## config.mk

```make
export PLATFORM = sky130hd
export DESIGN_NAME = multiword_add_ctrl
export DESIGN_NICKNAME = d
export VERILOG_FILES = /design/src/rtl/multiword_add_ctrl.sv
export SDC_FILE = /design/constraint.sdc
export NUM_CORES = 1
export LEC_CHECK = 0
export ABC_AREA = 0
export CAP_MARGIN = 20
export CORE_MARGIN = 2
export CORE_UTILIZATION = 47
export CTS_CLUSTER_DIAMETER = 60
export DETAILED_ROUTE_END_ITERATION = 8
export PLACE_DENSITY = 0.79
export SYNTH_ARGS = -nofsm -noshare
export SYNTH_HDL_FRONTEND = slang
export SYNTH_SLANG_ARGS = --single-unit
```

## constraint.sdc

```tcl
create_clock -name clk -period 3.16 [get_ports clk]
set_input_delay 0.474 -clock clk [delete_from_list [all_inputs] [get_ports clk]]
set_output_delay 0.474 -clock clk [all_outputs]
set_load 0.005 [all_outputs]
```

## src/rtl/multiword_add_ctrl.sv

```systemverilog
`default_nettype none
// ============================================================================
// Module : multiword_add_ctrl
// Brief  : WORDS x 4-bit add/subtract sequenced over one shared 4-bit slice.
// Rev    : 1.0  initial release
// ============================================================================

module rippleAdder4b (
    input  logic [3:0] i_a,
    input  logic [3:0] i_b,
    input  logic       i_c,
    output logic [3:0] o_s,
    output logic       o_c
);
    logic [4:0] w_chain;

    assign w_chain[0] = i_c;

    for (genvar gi = 0; gi < 4; gi++) begin : g_bit
        assign o_s[gi]         = i_a[gi] ^ i_b[gi] ^ w_chain[gi];
        assign w_chain[gi + 1] = (i_a[gi] & i_b[gi]) | (w_chain[gi] & (i_a[gi] ^ i_b[gi]));
    end

    assign o_c = w_chain[4];
endmodule

module multiword_add_ctrl #(
    parameter int WORDS = 4
) (
    input  logic               clk,
    input  logic               rst_n,
    input  logic               start,
    input  logic               sub,
    input  logic               cin,
    input  logic [4*WORDS-1:0] a_in,
    input  logic [4*WORDS-1:0] b_in,
    output logic               busy,
    output logic               done,
    output logic [4*WORDS-1:0] sum,
    output logic               cout,
    output logic               ovf
);
    localparam int N     = 4 * WORDS;
    localparam int IDX_W = $clog2(WORDS);
    localparam logic [IDX_W-1:0] C_LAST = IDX_W'(WORDS - 1);

    localparam logic [0:0] S_IDLE = 1'b0;
    localparam logic [0:0] S_RUN  = 1'b1;

    logic [0:0]       r_state;
    logic [0:0]       w_next_state;
    logic [IDX_W-1:0] r_idx;
    logic             r_carry;
    logic [N-1:0]     r_a;
    logic [N-1:0]     r_b;
    logic [N-1:0]     r_shadow;
    logic [N-1:0]     r_sum;
    logic             r_cout;
    logic             r_ovf;
    logic             r_done;

    logic             w_busy;
    logic             w_accept;
    logic             w_last;
    logic [IDX_W+1:0] w_base;
    logic [3:0]       w_s;
    logic             w_c;
    logic [N-1:0]     w_final;

    // State register
    always_ff @(posedge clk or negedge rst_n) begin
        if (!rst_n) begin
            r_state <= S_IDLE;
        end else begin
            r_state <= w_next_state;
        end
    end

    // Next-state logic
    always_comb begin
        w_next_state = r_state;
        case (r_state)
            S_IDLE:  if (start)  w_next_state = S_RUN;
            S_RUN:   if (w_last) w_next_state = S_IDLE;
            default: w_next_state = S_IDLE;
        endcase
    end

    // Output / control decode
    always_comb begin
        w_busy   = (r_state == S_RUN);
        w_accept = (r_state == S_IDLE) && start;
        w_last   = (r_state == S_RUN) && (r_idx == C_LAST);
    end

    assign w_base = {r_idx, 2'b00};

    rippleAdder4b u_slice (
        .i_a (r_a[w_base +: 4]),
        .i_b (r_b[w_base +: 4]),
        .i_c (r_carry),
        .o_s (w_s),
        .o_c (w_c)
    );

    // Completed result: shadow with the nibble being computed this cycle merged in
    always_comb begin
        w_final             = r_shadow;
        w_final[w_base +: 4] = w_s;
    end

    always_ff @(posedge clk or negedge rst_n) begin
        if (!rst_n) begin
            r_idx    <= '0;
            r_carry  <= 1'b0;
            r_a      <= '0;
            r_b      <= '0;
            r_shadow <= '0;
            r_sum    <= '0;
            r_cout   <= 1'b0;
            r_ovf    <= 1'b0;
            r_done   <= 1'b0;
        end else begin
            r_done <= w_last;
            if (w_accept) begin
                r_a     <= a_in;
                r_b     <= sub ? ~b_in : b_in;
                r_carry <= sub | cin;
                r_idx   <= '0;
            end else if (w_busy) begin
                r_shadow[w_base +: 4] <= w_s;
                r_carry               <= w_c;
                r_idx                 <= r_idx + 1'b1;
                if (w_last) begin
                    r_sum  <= w_final;
                    r_cout <= w_c;
                    // Overflow judged against the effective (possibly inverted) B
                    r_ovf  <= (r_a[N-1] == r_b[N-1]) && (w_s[3] != r_a[N-1]);
                end
            end
        end
    end

    assign busy = w_busy;
    assign done = r_done;
    assign sum  = r_sum;
    assign cout = r_cout;
    assign ovf  = r_ovf;
endmodule

`default_nettype wire

```

Word level (Yosys, flattened, before mapping)
Cells that the tools add are included.
{ "word_totals": {"latchBits": 0, "output_inout_bits": 20, "ramBits": 0, "input_bits": 37, "mem_count": 0, "romBits": 0, "regBits": 71, "elab_cells": 58} }
{ "op_classes": {"order_cmp": 0, "n_mux": 9, "addsub": 2, "shifts": 4, "multipliers": 0, "n_eq_ne": 3, "bitwise_logic": 24, "div_mod_pow": 0, "reduce_logical": 6} }
{ "ops": {"columns": ["op", "count"], "rows": [
  ["$shiftx 16x5->4", 2],
  ["$bwmux 16", 1],
  ["$mux 16", 1],
  ["$not 16->16", 1],
  ["$shift 4x6->16 const A", 1],
  ["$shiftx 4x6->16", 1],
  ["$and 1x1->1", 8],
  ["$xor 1x1->1", 8],
  ["$neg 4->6", 1],
  ["$or 1x1->1", 5],
  ["$mux 1", 4],
  ["$mux 2", 2],
  ["$logic_and 1x1->1", 3],
  ["$reduce_and 3->1", 1],
  ["$add 2x1->2 const B", 1],
  ["$eq 2x2->1 const B", 1],
  ["$not 1->1", 2],
  ["$pmux 1 s2", 1],
  ["$reduce_and 2->1", 1],
  ["$reduce_bool 2->1", 1],
  ["$eq 1x1->1", 1],
  ["$ne 1x1->1", 1]
]} }

Logic depth before layout (Yosys ltp)
{ "depth": {"ltp_word": 12, "mapped_depth": 14, "mapped_depth_nobuf": 12} }

Modules after synthesis
A second synthesis with hierarchy kept.
{ "unflattened": {"hier_cells": 277, "area_unflattened_um2": 3223.1} }
{ "modules_own_cells": {"columns": ["mod", "area_per_inst_um2", "cells_per_inst", "n_inst", "seq_area_each_um2"], "rows": [
  ["multiword_add_ctrl", 3105.5, 263, 1, 1676.6],
  ["rippleAdder4b", 117.6, 14, 1, 0.0]
]} }

Worst setup path after synthesis
OpenSTA, ideal clock, no wires.
{ "synth_timing": {"kind": "reg-to-reg", "from": "register r_idx[0]", "to": "register r_ovf (netlist: ovf)", "arrival_time_ns": 2.948, "stages_incl_launch_ff": 14, "synth_period_minus_slack_ns": 3.074, "required_ns": 3.033, "path_slack_ns": 0.086, "setup_time_ns": 0.127, "n_path_buf": 1, "cell_sequence": "dfrtp_1 mux4_1 inv_1 fa_1 inv_1 fa_1 inv_1 fa_1 inv_1 fa_1 clkbuf_1 and3b_1 a21oi_1 o21ai_0"} }
{ "synth_between": {"elab_chain_len": 11, "elab_cells_between_ends": 21, "classes_between": "eq/ne: 2; shift: 2; bitwise: 14; reduce/logical: 3"} }
{ "synth_rtl": {"columns": ["element", "line_no", "source"], "rows": [
  ["start, declared", "52", "logic [IDX_W-1:0] r_idx;"],
  ["start signal, assigned", "133", "r_idx <= r_idx + 1'b1;"],
  ["$shiftx 16x5->4 (on tied branches)", "99, 100", null],
  ["$xor 1x1->1", "21", "assign w_chain[gi + 1] = (i_a[gi] & i_b[gi]) | (w_chain[gi] & (i_a[gi] ^ i_b[gi]));"],
  ["$and 1x1->1", "21", null],
  ["$or 1x1->1", "21", null],
  ["$and 1x1->1", "21", null],
  ["$or 1x1->1", "21", null],
  ["$and 1x1->1", "21", null],
  ["$or 1x1->1", "21", null],
  ["$xor 1x1->1", "20", "assign o_s[gi] = i_a[gi] ^ i_b[gi] ^ w_chain[gi];"],
  ["$ne 1x1->1", "138", "r_ovf <= (r_a[N-1] == r_b[N-1]) && (w_s[3] != r_a[N-1]);"],
  ["$logic_and 1x1->1", "138", null],
  ["end signal, assigned", "138", null],
  ["end, declared", "59", "logic r_ovf;"]
]} }
Parallel ways exist; a longest one is shown, timed or not.
A chain may end at the register's enable or synchronous reset.

Worst setup path in the final report
{ "layout_timing": {"from": "register r_idx[0]", "to": "register r_sum[3] (netlist: sum[3])"} }
{ "layout_between": {"elab_chain_len": 11, "elab_cells_between_ends": 26, "classes_between": "add/sub: 1; eq/ne: 1; shift: 4; mux: 1; bitwise: 17; reduce/logical: 2"} }
{ "layout_rtl": {"columns": ["element", "line_no", "source"], "rows": [
  ["$shiftx 16x5->4 (on tied branches)", "99, 100", null],
  ["$xor 1x1->1", "20, 21", null],
  ["$and 1x1->1", "21", null],
  ["$or 1x1->1", "21", null],
  ["$and 1x1->1", "21", null],
  ["$or 1x1->1", "21", null],
  ["$and 1x1->1", "21", null],
  ["$or 1x1->1", "21", null],
  ["$xor 1x1->1", "20", null],
  ["$shiftx 4x6->16", "109", "w_final[w_base +: 4] = w_s;"],
  ["$bwmux 16", "109", null],
  ["end signal, assigned", "135", "r_sum <= w_final;"],
  ["end, declared", "57", "logic [N-1:0] r_sum;"]
]} }
Parallel ways exist; a longest one is shown, timed or not.

==> summary.txt <==
Global route
  – Number of antenna violations at the first check in global routing: 0
  – Met3 Usage GRT: under 10%
  – Met2 GRT Util: a little under a third
  – First-pass GRT wire length: between 10,000 and 15,000 um
  – Vias in the first global route: between 2,000 and 2,500
  – Overall global routing resource usage: around a fifth
  – Largest net degree at the start of global routing: between 60 and 70
  – Remaining global-route overflow: 0
  – Grt peak-use layer: met2
  – GR Util met1: 22.5%

Routing
  – WL final: 6530 um
  – Drt wl/cell: between 15 and 20 um
  – Via count: between 2,000 and 2,500
  – Antenna-violating nets left: 0
  – Post-route DRC: 0
  – Vias per cell: 5.39
  – Drt pass-1 iters: 4
  – First DRT Iteration DRCs: 131

Floorplanning
  – Initial Util: between 40 and 50%
  – Num ports: 57
  – Die width: approximately 86 um
  – Core Area: 6420 um^2
  – Die area: 7410 um^2
  – # rows: 29
  – Die height: approximately 86 um

Synthesis
  – Most frequent cells after synthesis: dfrtp_1 (67), nand2_1 (37), o21ai_0 (28)
  – Netlist Area Pre-Place: ~3200 um^2
  – Synth warnings: 0
  – Top-count cell post-synth: dfrtp_1
  – Top cell type by total area after synthesis: dfrtp_1
  – Synth top area share: roughly 53%
  – Post-synth EDFFs: 0
  – Async SR Flop Fraction: 100%
  – Largest cells by area after synthesis: dfrtp_1 (53%), mux2_2 (5.7%), mux4_1 (5.0%), o21ai_0 (4.4%), xnor2_1 (4.4%)
  – Cells after Synth: around 280
  – Primary FF master, synth: dfrtp_1
  – Net Count, Synth: 322
  – Unique masters post-synth: 32
  – Register area share after synthesis: about 53%
  – Yosys reg bits: 67
  – Mean Syn Cell Area: ~11 um^2

Power and ir drop
  – Sw Ratio: 39.2%
  – Peak supply drop: ~0.55 mV
  – Share of total power in combinational logic: about 52%
  – Pint: approximately 2.7 mW
  – Reg power frac: about a third
  – Clock share of power: a little over an eighth
  – Leakage: 1.73 nW
  – Pwr dens: between 1000 and 1500 nW/um^2
  – NetSw: about 1.7 mW

Timing
  – Worst slew pin tran: 0.854 ns
  – Setup skew after layout: between 0.008 and 0.009 ns
  – Setup TNS: 0 ns
  – Max Freq: ~0.33 GHz
  – Fin crit share: 96.7%
  – Tmin final: between 3 and 4 ns
  – Final setup viols: 0
  – Final Hold Vio Count: 0
  – Final Slew Violations: 0
  – RSZ-0062 raised after global routing: false
  – Slew headroom: between 40% and 50%

Min path
  – HP Class: input port to asynchronous set/reset pin

Clocking
  – CTS Buf Count: 9
  – Worst-skew pair later-pin latency: about 0.34 ns
  – Clock buffer depth: 2
  – Clock-pin slew on the worst setup and hold paths: 0.07 ns
  – Clock sinks: 67
  – CTS tree: yes
  – CTS root buf: clkbuf_8
  – CTS HTree Levels: 3

Job
  – Max cap viols: 0

Worst setup path
  – Crit-path cells: mux4_2 > inv_2 > fa_1 > inv_1 > fa_1 > inv_1 > fa_2 > inv_2 > fa_2 > buf_4 > a221oi_1 > nor2_1
  – CP max stage cell: mux4_2
  – Worst path required time: about 3.4 ns
  – Bufs and invs on worst path: 5
  – Critical path peak fanout: 4
  – Type of origin of the critical path: flop
  – Max incr delay on CP: ~0.52 ns
  – CP delay by family, top: adder cells
  – Critical Path End Type: flop
  – Crit Path Class: flop to flop
  – Critical Path AT: approximately 3.3 ns

Cells and area
  – Fin util: 61.6%
  – Number of diodes: 0
  – Fill count: 538
  – Fin area: just under 4000 um^2
  – Fraction of layout cells with a size suffix above 1: 16.3%
  – Nets: between 300 and 400
  – P&R area growth vs syn: 25.1%

Outcome
  – Status: complete, no violations

Placement
  – Gpl congestion: around 0.8
  – Cell Area, Placed: roughly 3800 um^2
  – Post-DP HPWL: approximately 4800 um
  – # port buffers: 56
-- per-stage QoR --
stage               hold WS [ns]  worst slack [ns]  total power, mW  instances
global placement           0.460             0.176             3.65        401
detailed placement         0.471            0.0417             3.74        401
CTS                        0.353           0.00466             4.34        414
floorplan                  0.178            0.0857             2.82        276
finish                     0.306             0.104             4.42        414
global route               0.399           0.00244             4.75        414
-- cell usage in the layout, fill, tap and decap left out, types with 3 or more instances in the layout --
cell | Yosys | routed
a221oi_1 | 10 | 8
a32o_1 | 6 | 6
buf_4 | 2 | 9
clkbuf_1 | 6 | 3
clkbuf_8 | 0 | 10
clkdlybuf4s50_1 | 0 | 55
dfrtp_1 | 67 | 66
ha_1 | 5 | 5
inv_1 | 15 | 12
inv_2 | 2 | 5
mux2_2 | 16 | 16
mux4_2 | 2 | 6
nand2_1 | 37 | 37
nand2b_1 | 6 | 6
nor2_1 | 24 | 24
o21ai_0 | 28 | 27
xnor2_1 | 16 | 16
-- layout make-up --
type                    instances  area, um^2  area share, %
multi-input cells             174        1340           33.8
inverters                      17        63.8           1.61
well taps                      77        96.3           2.43
flip-flops and latches         67        1680           42.4
repair buffers                 66         634           16.0
clock buffers                  13         149           3.76
-- worst paths after layout --
check | from | to | slack, ns | cells past startpoint
max reg2reg | r_idx[0] | sum[3] | 0.10 | 12
max in group asynchronous | rst_n | r_idx[0] | 2.25 | 2
max | r_idx[0] | sum[3] | 0.10 | 12
min in group clk | r_b[7] | r_b[7] | 0.48 | 2
min | rst_n | r_idx[1] | 0.31 | 2
min reg2reg | r_b[7] | r_b[7] | 0.48 | 2
-- what timing repair did --
action,CTS,global route
buffers inserted,0,0
pin swaps,0,1
cloned,0,0
hold buffers,0,0
endpoints found under the setup margin,1,4
gates resized for setup,1,14
-- layer usage --
metal  vias to the layer above  part of all wire (%)
met5                         -                     0
met4                         0                   2.8
met3                        16                   5.0
met2                        81                    51
met1                      1067                    42
li1                       1067                     -
-- cell families after synthesis --
family / Yosys count / share of synthesized area, %
compound gates: 51 / 10.6
xor+xnor: 16 / 4.43
fa+ha+maj: 9 / 4.51
buf+inv: 35 / 4.98
flops: 67 / 53.0
mux: 24 / 12.1
simple gates: 74 / 10.4
-- power groups by stage --
stage                     combinational, mW  sequential (mW)  clock (mW)
after floorplan                        1.39             1.43           0
after CTS                              2.22             1.53       0.598
after detailed placement               2.20             1.54           0
after global routing                   2.53             1.59       0.638
final                                  2.30             1.54       0.582
after global placement                 2.12             1.52           0
-- worst reg2reg max path: stages (launching register included) --
cell,delay (ns)
dfrtp_2,0.43
mux4_2,0.52
inv_2,0.07
fa_1,0.16
inv_1,0.05
fa_1,0.35
inv_1,0.10
fa_2,0.22
inv_2,0.05
fa_2,0.48
buf_4,0.17
a221oi_1,0.27
nor2_1,0.08
-- state kept, by name, summed over array words and instances (netlist names) --
register	count
busy	1
cout	1
done	1
ovf	1
r_a	16
r_b	16
r_carry	1
r_idx	2
r_shadow	12
sum	16
No activity file was read; power rests on OpenSTA's default activity.
